<file path="config.mk">
export PLATFORM = sky130hd
export DESIGN_NAME = uart_fb_loader
export DESIGN_NICKNAME = d
export VERILOG_FILES = /design/src/rtl/uart_fb_loader.sv
export SDC_FILE = /design/constraint.sdc
export NUM_CORES = 1
export LEC_CHECK = 0
export ABC_CLOCK_PERIOD_IN_PS = 3000
export CORE_AREA = 5 5 92 94
export DETAILED_ROUTE_END_ITERATION = 8
export DIE_AREA = 0 0 97 99
export PLACE_DENSITY = 0.74
export SLEW_MARGIN = 0
export SYNTH_ARGS = -nofsm -noshare
export SYNTH_HDL_FRONTEND = slang
export SYNTH_SLANG_ARGS = --single-unit
</file>
<file path="constraint.sdc">
create_clock -name clk -period 3 [get_ports clk]
set_input_delay 0.75 -clock clk [delete_from_list [all_inputs] [get_ports clk]]
set_output_delay 0.75 -clock clk [all_outputs]
set_load 0.1 [all_outputs]
</file>
<file path="src/rtl/uart_fb_loader.sv">
// uart_fb_loader
//   Converts the raw grayscale byte stream from the UART receiver into
//   framebuffer writes for the dual-port frame RAM of the LED panel driver.
//   Bytes arrive column-major (y fastest). Each byte's (x,y) position is
//   remapped into the panel's interleaved framebuffer layout. An idle gap
//   of TIMEOUT cycles resynchronises the position to (0,0). One ACK_BYTE
//   is sent back to the UART transmitter per completed frame.
//
// Ports
//   clk          system clock (48 MHz)
//   reset        asynchronous active-low reset
//   rx_data      received UART byte
//   rx_strobe    one-cycle pulse, rx_data valid
//   wr_enable    framebuffer write strobe (one cycle per received byte)
//   wr_addr      framebuffer write address
//   wr_data      framebuffer write data
//   tx_data      byte to UART transmitter
//   tx_strobe    one-cycle pulse, tx_data valid
//   frame_count  completed frames, wraps 255->0
//   activity_n   low while wr_enable is high (drives led_r)
//
// State table
//   state     | meaning
//   WAIT_BYTE | no byte accepted last cycle; idle counter running
//   WRITE     | write (and possibly ack) issued this cycle; a new strobe
//             | may be accepted in the same cycle
module uart_fb_loader #(
    parameter int          WIDTH         = 128,
    parameter int          HEIGHT        = 32,
    parameter int          FB_ADDR_WIDTH = 13,
    parameter int          TIMEOUT       = 48000,
    parameter logic [7:0]  ACK_BYTE      = 8'h0A
) (
    input  logic                     clk,
    input  logic                     reset,
    input  logic [7:0]               rx_data,
    input  logic                     rx_strobe,
    output logic                     wr_enable,
    output logic [FB_ADDR_WIDTH-1:0] wr_addr,
    output logic [7:0]               wr_data,
    output logic [7:0]               tx_data,
    output logic                     tx_strobe,
    output logic [7:0]               frame_count,
    output logic                     activity_n
);

    localparam int         CNT_W    = $clog2(TIMEOUT + 1);
    localparam logic [CNT_W-1:0] IDLE_MAX = CNT_W'(TIMEOUT - 1);
    localparam logic [CNT_W-1:0] IDLE_PRE = CNT_W'(TIMEOUT - 2);
    localparam logic [7:0] X_LAST   = 8'(WIDTH - 1);
    localparam logic [4:0] Y_LAST   = 5'(HEIGHT - 1);

    typedef enum logic {
        WAIT_BYTE = 1'b0,
        WRITE     = 1'b1
    } state_t;

    state_t state, state_next;

    logic [7:0]               x, x_next;
    logic [4:0]               y, y_next;
    logic [CNT_W-1:0]         idle_cnt, idle_cnt_next;

    logic                     wr_enable_next;
    logic [FB_ADDR_WIDTH-1:0] wr_addr_next;
    logic [7:0]               wr_data_next;
    logic [7:0]               tx_data_next;
    logic                     tx_strobe_next;
    logic [7:0]               frame_count_next;
    logic                     activity_n_next;

    // addr = x[3:0]*384 + x[7:4]*48 + offset, built from shifts and adds.
    // Rows 0..15 live in the upper half of each 48-entry column group.
    function automatic logic [FB_ADDR_WIDTH-1:0] remap(input logic [7:0] xp,
                                                        input logic [4:0] yp);
        logic [13:0] lo;
        logic [13:0] hi;
        logic [13:0] off;
        logic [13:0] sum;
        lo  = {10'd0, xp[3:0]};
        hi  = {10'd0, xp[7:4]};
        off = yp[4] ? {9'd0, yp} : ({9'd0, yp} + 14'd32);
        sum = (lo << 8) + (lo << 7) + (hi << 5) + (hi << 4) + off;
        return FB_ADDR_WIDTH'(sum);
    endfunction

    always_comb begin
        state_next       = state;
        x_next           = x;
        y_next           = y;
        idle_cnt_next    = idle_cnt;
        wr_addr_next     = wr_addr;
        wr_data_next     = wr_data;
        tx_data_next     = tx_data;
        tx_strobe_next   = 1'b0;
        frame_count_next = frame_count;

        case (state)
            WAIT_BYTE: state_next = rx_strobe ? WRITE : WAIT_BYTE;
            WRITE:     state_next = rx_strobe ? WRITE : WAIT_BYTE;
            default:   state_next = WAIT_BYTE;
        endcase

        if (rx_strobe) begin
            // A strobe always wins over a coincident timeout.
            idle_cnt_next = '0;
            wr_addr_next  = remap(x, y);
            wr_data_next  = rx_data;
            if (y == Y_LAST) begin
                y_next = '0;
                if (x == X_LAST) begin
                    x_next           = '0;
                    tx_strobe_next   = 1'b1;
                    tx_data_next     = ACK_BYTE;
                    frame_count_next = frame_count + 8'd1;
                end else begin
                    x_next = x + 8'd1;
                end
            end else begin
                y_next = y + 5'd1;
            end
        end else if (idle_cnt != IDLE_MAX) begin
            idle_cnt_next = idle_cnt + 1'b1;
            if (idle_cnt == IDLE_PRE) begin
                x_next = '0;
                y_next = '0;
            end
        end

        wr_enable_next  = (state_next == WRITE);
        activity_n_next = (state_next != WRITE);
    end

    always_ff @(posedge clk or negedge reset) begin
        if (!reset) begin
            state       <= WAIT_BYTE;
            x           <= '0;
            y           <= '0;
            idle_cnt    <= '0;
            wr_enable   <= 1'b0;
            wr_addr     <= '0;
            wr_data     <= '0;
            tx_data     <= '0;
            tx_strobe   <= 1'b0;
            frame_count <= '0;
            activity_n  <= 1'b1;
        end else begin
            state       <= state_next;
            x           <= x_next;
            y           <= y_next;
            idle_cnt    <= idle_cnt_next;
            wr_enable   <= wr_enable_next;
            wr_addr     <= wr_addr_next;
            wr_data     <= wr_data_next;
            tx_data     <= tx_data_next;
            tx_strobe   <= tx_strobe_next;
            frame_count <= frame_count_next;
            activity_n  <= activity_n_next;
        end
    end

endmodule

</file>
==> results of run 1 <==
-- sequential cells by signal (all words and copies together), names as in the netlist --
signal       count
x                8
wr_data          8
y                5
wr_addr         13
activity_n       1
frame_count      8
tx_data          1
tx_strobe        1
idle_cnt        16
state            1
-- per-stage QoR --
stage / total power [mW] / utilization [%] / std cells
after floorplan: 1.92 / - / 308
after global placement: 2.15 / 49.6 / 439
after detailed placement: 2.17 / 49.6 / 439
after CTS: 2.82 / 51.8 / 455
after global routing: 2.93 / 51.8 / 455
final: 2.78 / 51.8 / 455
-- layout make-up --
| type | count | area, um^2 | area share, % |
|---|---|---|---|
| flip-flops and latches | 62 | 1550 | 39.6 |
| clock buffers | 12 | 145 | 3.70 |
| well taps | 102 | 128 | 3.26 |
| inverters | 14 | 52.6 | 1.34 |
| clock inverters | 4 | 22.5 | 0.575 |
| multi-input cells | 213 | 1630 | 41.6 |
| repair buffers | 48 | 388 | 9.90 |
-- report_power, final --
| part | switching, mW | internal, mW |
|---|---|---|
| clock | 0.320 | 0.318 |
| sequential | 0.0965 | 0.952 |
| combinational | 0.803 | 0.289 |
-- path summary, 6_finish.rpt --
path                           startpoint  depth (start not counted)              to  slack [ps]
max reg2reg                          x[4]                          8     wr_addr[11]         500
min reg2reg                frame_count[7]                          1  frame_count[7]         470
min in group clk           frame_count[7]                          1  frame_count[7]         470
max                                  x[4]                          8     wr_addr[11]         500
max in group asynchronous           reset                          2      activity_n        1870
min                                 reset                          1      wr_data[5]         440
-- critical path: stages (launching register included) --
cell	delay (ps)
dfrtp_1	470
fa_1	530
ha_1	190
inv_1	60
fa_1	400
nor2b_1	160
o31ai_1	120
a2111o_1	430
nand3_1	70
-- layer usage --
layer  vias to the layer above  GRT usage (%)  wire length, um
met5                         -              0                0
met4                         0           6.16              112
met3                        12           4.10              327
met2                        48           23.5             3230
met1                      1210           17.9             2930
li1                       1185              -                -
-- layout by cell type (no fill, tap or decap), types with 4 or more instances in the layout --
cell type,count
buf_4,37
xor2_1,6
clkdlybuf4s50_1,8
mux2_2,17
a21oi_1,5
o31ai_1,4
inv_1,14
xnor2_1,7
ha_1,19
nand3_1,13
a31oi_1,4
clkbuf_8,10
dfrtp_1,61
a211oi_1,5
and3_1,10
o21ai_0,10
nor2_1,9
fa_1,4
or4_1,6
nand2_1,18
nor3_1,9
nand4_1,13
conb_1,6
-- cell families (layout without fill, tap and decap cells) --
kind of cell	Yosys count	after routing	share of synthesized area, %
simple gates	97	97	17.0
fa+ha+maj	23	23	9.57
xor+xnor	13	13	3.43
buf+inv	33	78	4.75
mux	18	18	6.07
other cells	1	6	0.113
flops	62	62	46.8
compound gates	56	56	12.3
==> impl_results.md, run 1 <==
* Slew Viols, Final at 0
* CTS Buf Count at 9
* DR vias/cell at 5.40
* Sink Count at 62
* Most numerous cell in the Yosys netlist: dfrtp_1
* Setup TNS Final at 0 ps
* Remaining global-route overflow at 0
* YS warnings at 0
* WP data arrival at 2780 ps
* Via count at 2,455
* #FFs+latches synth at 62
* Max Fclk at 0.400 GHz
* Routed Antenna Nets at 0
* Status: finished, final reports clean
* Fin crit share at 83.2%
* RSZ-0062 raised after global routing: no
* Fill cells at 683
* Crit path max fanout at 7
* Critical Path End Type: register
* Cell area after synthesis at 3320 um^2
* Setup Viol. Count Final at 0
* Drt pass-1 iters at 4
* Maxcap violations at 0
* Top cell type by total area after synthesis: dfrtp_1
* Input/output buffers at 44
* Fin crit period at 2500 ps
* Drt total wl at 6.60 mm
* Vias in the first global route at 2,428
* Leakage at 1.87 nW
* Share of cells above drive strength 1 at 23.5%
* Worst-skew pair later-pin latency at 340 ps
* Fin nets at 382
* Dpl ws at 511 ps
* CTS root buffer: clkbuf_8
* Post-CTS Setup Inserts at 0
* Initial core utilization at 43.9%
* Slew HR at 55.5%
* Synth top area share at 46.0%
* Max Root-Sink Buffers at 2
* Total GRT Usage at 14.4%
* Post-synthesis sequential area ratio at 46.8%
* Area grow syn2layout at 18.0%
* GPL Wtd Cong at 0.823
* Async SR Flop Fraction at 100%
* Residual DRC count at 0
* Cell Pwr Density at 709 nW/um^2
* Antenna cell count at 0
* Post-synth EDFFs at 0
* Die height at 99 um
* Post-DP Area at 3750 um^2
* H-tree depth at 3
* Setup WS post-layout at 503 ps
* Die Footprint at 9600 um^2
* Hold Slack at 442 ps
* Syn avg cell area at 11.0 um^2
* Critical Path RT at 3280 ps
* Synth Flop Type: dfrtp_1
* Synth cell types at 53
* Skew final at 11.8 ps
* Number of antenna violations at the first check in global routing at 0
* Post-Syn Instances at 303
* Die width at 97 um
* Synth top cells by count: 61 x dfrtp_1, 19 x ha_1, 18 x nand2_1
* Final instance area at 3920 um^2
* Peak supply drop at 436 uV
* Num rows at 32
* First-pass GRT wire length at 11.4 mm
* Largest cells by area after synthesis: dfrtp_1 46%, ha_1 7.2%, mux2_2 5.8%
* Clock slew at reported path FFs at 70 ps
* Worst setup path class: reg2reg
* DR WL/cell at 14.5 um
* 1st-iter DRT viols at 93
* Min-delay worst type: in2async
* Post_cts resized at 0
* Post-DP HPWL at 4.74 mm
* Worst slew pin tran at 668 ps
* Core Box Area at 7570 um^2
* CP startpoint kind: register
* Pin count of the biggest net entering global routing at 50
* TritonCTS clock tree: built
* Post-CTS Hold Fix Bufs at 0
* Hold Fails Final Rpt at 0
* Boundary pin count at 51
(Power assumes the default switching activity.)
==> inputs of run 2 (changes only) <==
--- a/config.mk
+++ b/config.mk
@@ -5,11 +5,11 @@
 export SDC_FILE = /design/constraint.sdc
 export NUM_CORES = 1
 export LEC_CHECK = 0
-export ABC_CLOCK_PERIOD_IN_PS = 3000
+export ABC_CLOCK_PERIOD_IN_PS = 2020
 export CORE_AREA = 5 5 92 94
 export DETAILED_ROUTE_END_ITERATION = 8
 export DIE_AREA = 0 0 97 99
-export PLACE_DENSITY = 0.74
+export PLACE_DENSITY = 0.76
 export SLEW_MARGIN = 0
 export SYNTH_ARGS = -nofsm -noshare
 export SYNTH_HDL_FRONTEND = slang
==> constraint.sdc (replaced) <==
create_clock -name clk -period 2.02 [get_ports clk]
set_input_delay 0.505 -clock clk [delete_from_list [all_inputs] [get_ports clk]]
set_output_delay 0.505 -clock clk [all_outputs]
set_load 0.1 [all_outputs]
==> run 2 against run 1 <==
The flow now finishes with violations (setup timing). Cell area is 16% higher. First-iteration DRC count grew 34%. Clock skew decreased by 8.3 ps. Flip-flop and latch count is the same. Global-route usage up 1.7 points. Sequential share of layout area shrank 5.3 points. Combinational power rose by 95%. Critical path type unchanged. Highest routed layer unchanged.
==> impl_results.md, run 2 (synthesis gave the netlist of run 1 again) <==
* Status: finished with violations
* Failing checks: setup timing
* Worst-skew pair later-pin latency at 330 ps (about the same)
* Setup TNS Final at -968 ps (-968 ps)
* Reg2reg end: wr_addr[11]
* R2R depth at 8 (unchanged)
* CTS Buf Count at 9 (unchanged)
* H-tree depth at 3 (unchanged)
* CP max stage delay at 560 ps (+30 ps)
* Drt total wl at 7.29 mm (+10%)
* Leakage at 2.09 nW (+12%)
* Die height at 99 um (unchanged)
* Critical Path End Type: register
* DR vias/cell at 5.51 (+2.1%)
* Routed Antenna Nets at 0 (unchanged)
* Most frequent cells in the layout: 60 x dfrtp_1, 40 x buf_4, 25 x buf_12
* Total GRT Usage at 16.1% (+1.7 points)
* Fin nets at 410 (+7.3%)
* Core Box Area at 7570 um^2 (unchanged)
* Via count at 2,650 (+7.9%)
* Crit path max fanout at 2 (-5)
* Hold Slack at 90.4 ps (-351 ps)
* CP startpoint kind: register
* Most common cell after layout, fill and taps aside: dfrtp_1
* Fill cells at 588 (-14%)
* Share of cells above drive strength 1 at 31.9% (+8.4 points)
* Worst r2r src: x[5]
* Skew final at 3.52 ps (-8.26 ps)
* Area grow syn2layout at 36.3%
* Final Instance Count excl. Fillers at 481 (+5.7%)
* Min-delay worst type: in2async
* Critical Path RT at 2290 ps (-990 ps)
* Finished Core Util at 59.8% (+8.1 points)
* Dpl ws at -277 ps (-788 ps)
* Number of antenna violations at the first check in global routing at 0 (unchanged)
* GPL Wtd Cong at 0.791 (-3.9%)
* Num rows at 32 (unchanged)
* Slowest CP cell: fa_1
* WP data arrival at 2570 ps (-210 ps)
* Slew Viols, Final at 0 (unchanged)
* CTS root buffer: clkbuf_8
* Biggest register: idle_cnt
* Top Registers: idle_cnt x16, wr_addr x13
* Die width at 97 um (unchanged)
* Sink Count at 62 (unchanged)
* R2R Setup Slk at -280 ps (-780 ps)
* Residual DRC count at 0 (unchanged)
* Cell Pwr Density at 1060 nW/um^2 (+49%)
* Vias in the first global route at 2,734 (+13%)
* Boundary pin count at 51 (unchanged)
* Worst setup path class: reg2reg
* Setup Viol. Count Final at 6 (+6)
* Max FFs per register at 16 (unchanged)
* Post-DP Area at 4250 um^2 (+13%)
* First-pass GRT wire length at 12.7 mm (+12%)
* Maxcap violations at 0 (unchanged)
* Fin crit share at 114% (+30 points)
* Crit path launch: x[5]
* Final Power at 4.79 mW (+72%)
* Placed instance count at 462 (+5.2%)
* Remaining global-route overflow at 0 (unchanged)
* DR WL/cell at 15.1 um (+4.4%)
* Pin count of the biggest net entering global routing at 48 (-4.0%)
* Initial core utilization at 43.9% (unchanged)
* RSZ-0062 raised after global routing: yes
* TritonCTS clock tree: built
* 1st-iter DRT viols at 125 (+34%)
* Clock slew at reported path FFs at 60 ps (about the same)
* Input/output buffers at 44 (unchanged)
* Peak supply drop at 824 uV (+89%)
* Fin crit period at 2300 ps (-201 ps)
* Antenna cell count at 0 (unchanged)
* Post-DP HPWL at 5.33 mm (+13%)
* Max Fclk at 0.435 GHz (+8.7%)
* Max Root-Sink Buffers at 2 (unchanged)
* Setup WS post-layout at -277 ps (-779 ps)
* Drt pass-1 iters at 4 (unchanged)
* Die Footprint at 9600 um^2 (unchanged)
* CP Cell Sequence: fa_1 -> ha_2 -> inv_2 -> fa_2 -> nor2b_4 -> o31ai_2 -> a2111o_1 -> nand3_1
* Final instance area at 4530 um^2 (+16%)
* Hold Fails Final Rpt at 0 (unchanged)
==> run 2: changes by cell type in the layout (fill, tap and decap cells not counted), sizes merged <==
cell,change
bufinv,+1
clkinv,-3
buf,+28
clkbuf,+1
clkinvlp,-1
==> run 2: area by class of cell <==
type                       count  area, um^2  share of cell area (%)
sequential                    62        1550                    34.3
clock buffer                  13         159                    3.51
tap                          102         128                    2.82
multi-input combinational    213        1700                    37.6
clock inverter                 1        30.0                   0.663
timing repair buffer          76         902                    19.9
inverter                      14        52.6                    1.16
==> run 2: critical path: cells and delay by family, from the launching register on <==
kind	cells	cell delay, ps
fa+ha+maj	3	1120
compound gates	2	460
flops	1	410
simple gates	2	210
buf+inv	1	40
==> run 2: worst max-delay path by stage <==
stage / slack (ps) / cells past startpoint / to
final: -280 / 8 / wr_addr[11]
after global placement: -200 / 9 / wr_addr[11]
after global routing: -330 / 8 / wr_addr[11]
after detailed placement: -280 / 9 / wr_addr[11]
after floorplan: -230 / 9 / wr_addr[11]
after CTS: -250 / 8 / wr_addr[11]
==> run 2: repair_timing <==
item | 4_1_cts | 5_1_grt
resized for setup | 5 | 2
pin swaps | 13 | 2
buffers inserted | 4 | 1
hold buffers | 0 | 0
endpoints found under the setup margin | 6 | 11
hold endpoints to repair | 0 | 0
==> run 2: metal layers <==
metal  vias to the layer above  share of wire (%)  GRT usage (%)
li1                       1255                  -              -
met1                      1337                 42           18.6
met2                        47                 52           27.5
met3                        11                4.3           5.52
met4                         0                1.5           6.16
met5                         -                  0              0
==> run 2: report_power, final <==
part | total, mW | switching, mW | internal (mW)
sequential | 1.59 | 0.178 | 1.42
combinational | 2.13 | 1.29 | 0.836
clock | 1.07 | 0.440 | 0.625
total | 4.79 | 1.91 | 2.88
==> inputs of run 3 (changes only) <==
--- a/config.mk
+++ b/config.mk
@@ -10,6 +10,7 @@
 export DETAILED_ROUTE_END_ITERATION = 8
 export DIE_AREA = 0 0 97 99
 export PLACE_DENSITY = 0.76
+export SETUP_SLACK_MARGIN = 0.02
 export SLEW_MARGIN = 0
 export SYNTH_ARGS = -nofsm -noshare
 export SYNTH_HDL_FRONTEND = slang
==> run 3 against run 2 <==
The flow still finishes with violations (setup timing). Critical endpoint unchanged. First-iteration DRC count is 3.2% lower. Register-to-register slack hardly changed. Cell area hardly changed. Critical path depth stayed put. Sequential share of layout area hardly changed.
==> impl_results.md, run 3 (synthesis gave the netlist of run 1 again) <==
* Die width at 97 um (unchanged)
* Pin count of the biggest net entering global routing at 48 (unchanged)
* Slew Viols, Final at 0 (unchanged)
* Max FFs per register at 16 (unchanged)
* Critical Path End Type: register
* Die height at 99 um (unchanged)
* Critical path depth at 8 (unchanged)
* Drt pass-1 iters at 5 (+1)
* Fin nets at 410 (unchanged)
* Maxcap violations at 0 (unchanged)
* Via count at 2,640 (-0.38%)
* Area grow syn2layout at 36.4% (about the same)
* Failing checks: setup timing
* Hold Fails Final Rpt at 0 (unchanged)
* Post-DP Area at 4250 um^2 (unchanged)
* RSZ-0062 raised after global routing: yes
* Most common cell after layout, fill and taps aside: dfrtp_1
* Cell Pwr Density at 1060 nW/um^2 (about the same)
* Slowest CP cell: fa_1
* Max Fclk at 0.435 GHz (about the same)
* Placed instance count at 462 (unchanged)
* Antenna cell count at 0 (unchanged)
* Setup Viol. Count Final at 6 (unchanged)
* Routed Antenna Nets at 0 (unchanged)
* Worst r2r src: x[5]
* H-tree depth at 3 (unchanged)
* TritonCTS clock tree: built
* Setup TNS Final at -967 ps (+0.790 ps)
* CTS root buffer: clkbuf_8
* Boundary pin count at 51 (unchanged)
* Vias in the first global route at 2,734 (unchanged)
* Max Root-Sink Buffers at 2 (unchanged)
* Biggest register: idle_cnt
* Crit path max fanout at 2 (unchanged)
* CP max stage delay at 560 ps (about the same)
* Drt total wl at 7.28 mm (-0.14%)
* Family with the most delay on the worst path: adder cells
* Buffer and inverter count on the worst path at 1 (unchanged)
* Critical Path RT at 2290 ps (about the same)
* Post-DP HPWL at 5.33 mm (unchanged)
* Top Registers: idle_cnt x16, wr_addr x13
* Die Footprint at 9600 um^2 (unchanged)
* Clock slew at reported path FFs at 60 ps (about the same)
* Worst setup path class: reg2reg
* Input/output buffers at 44 (unchanged)
* Total GRT Usage at 16.1% (unchanged)
* Peak supply drop at 824 uV (about the same)
* Worst-skew pair later-pin latency at 330 ps (about the same)
* Residual DRC count at 0 (unchanged)
* Num rows at 32 (unchanged)
* Number of antenna violations at the first check in global routing at 0 (unchanged)
* Dpl ws at -277 ps (unchanged)
* Setup WS post-layout at -276 ps (+0.190 ps)
* Status: finished with violations
* WP data arrival at 2570 ps (about the same)
* DR WL/cell at 15.1 um (-0.14%)
* Fin crit period at 2300 ps (-0.190 ps)
* R2R Setup Slk at -280 ps (about the same)
* Leakage at 2.09 nW (-0.14%)
* Most frequent cells in the layout: 60 x dfrtp_1, 40 x buf_4, 25 x buf_12
* 1st-iter DRT viols at 121 (-3.2%)
* Remaining global-route overflow at 0 (unchanged)
* CP Cell Sequence: fa_1 -> ha_2 -> inv_2 -> fa_2 -> nor2b_4 -> o31ai_2 -> a2111o_1 -> nand3_1
* Initial core utilization at 43.9% (unchanged)
* Min-delay worst type: in2async
* Final instance area at 4530 um^2 (about the same)
* Fin crit share at 114% (about the same)
* Reg2reg end: wr_addr[11]
* First-pass GRT wire length at 12.7 mm (unchanged)
* R2R depth at 8 (unchanged)
* GPL Wtd Cong at 0.791 (unchanged)
* Core Box Area at 7570 um^2 (unchanged)
* DR vias/cell at 5.49 (-0.38%)
* Sink Count at 62 (unchanged)
* CP startpoint kind: register
* Share of cells above drive strength 1 at 32.2% (+0.26 points)
* Final Instance Count excl. Fillers at 481 (unchanged)
* CTS Buf Count at 9 (unchanged)
* Skew final at 3.51 ps (-0.00660 ps)
==> run 3: cell counts in the layout (fill, tap and decap cells not counted) <==
No cell type changed its count.
==> run 3: per-layer routing <==
metal  up-vias  global-route usage, %  routed length [um]
li1       1254                      -                   -
met1      1330                   18.6                3050
met2        45                   27.5                3800
met3        11                   5.52                 318
met4         0                   6.16                 108
met5         -                      0                   0
==> run 3: worst max path at each step <==
stage / from / end
final: x[5] / wr_addr[11]
after global routing: x[5] / wr_addr[11]
after CTS: x[5] / wr_addr[11]
after global placement: y[4] / wr_addr[11]
after floorplan: y[4] / wr_addr[11]
after detailed placement: y[4] / wr_addr[11]
==> run 3: layout make-up <==
type	count	area, um^2
Inverter	14	52.6
Fill cell	587	3040
Timing Repair Buffer	76	902
Multi-Input combinational cell	213	1700
Clock buffer	13	159
Clock inverter	1	30.0
Sequential cell	62	1550
Tap cell	102	128
==> run 3: worst reg2reg max path, cell delays in order (launching register included) <==
cell	delay [ps]
dfrtp_1	410
fa_1	560
ha_2	190
inv_2	40
fa_2	370
nor2b_4	140
o31ai_2	90
a2111o_1	370
nand3_1	70
==> run 3: timing repair <==
action,CTS,global route
gates resized for setup,5,3
pin swaps,13,2
hold buffers,0,0
endpoints found under the setup margin,6,15
gates cloned,0,0
buffers inserted,4,1
==> run 3: metrics by stage <==
stage                     power [mW]  utilization, %  hold slack [ps]
after global placement          3.59            56.2              444
after CTS                       4.81            59.6             89.6
after global routing            5.02            59.9              107
final                           4.79            59.9             90.4
after detailed placement        3.64            56.2              451
after floorplan                 2.87               -              209
==> run 3: report_power, final <==
part | leakage (nW) | internal [mW] | total [mW] | switching [mW]
logic | 1.18 | 0.837 | 2.13 | 1.29
clock network | 0.0956 | 0.625 | 1.07 | 0.440
registers | 0.811 | 1.42 | 1.59 | 0.178
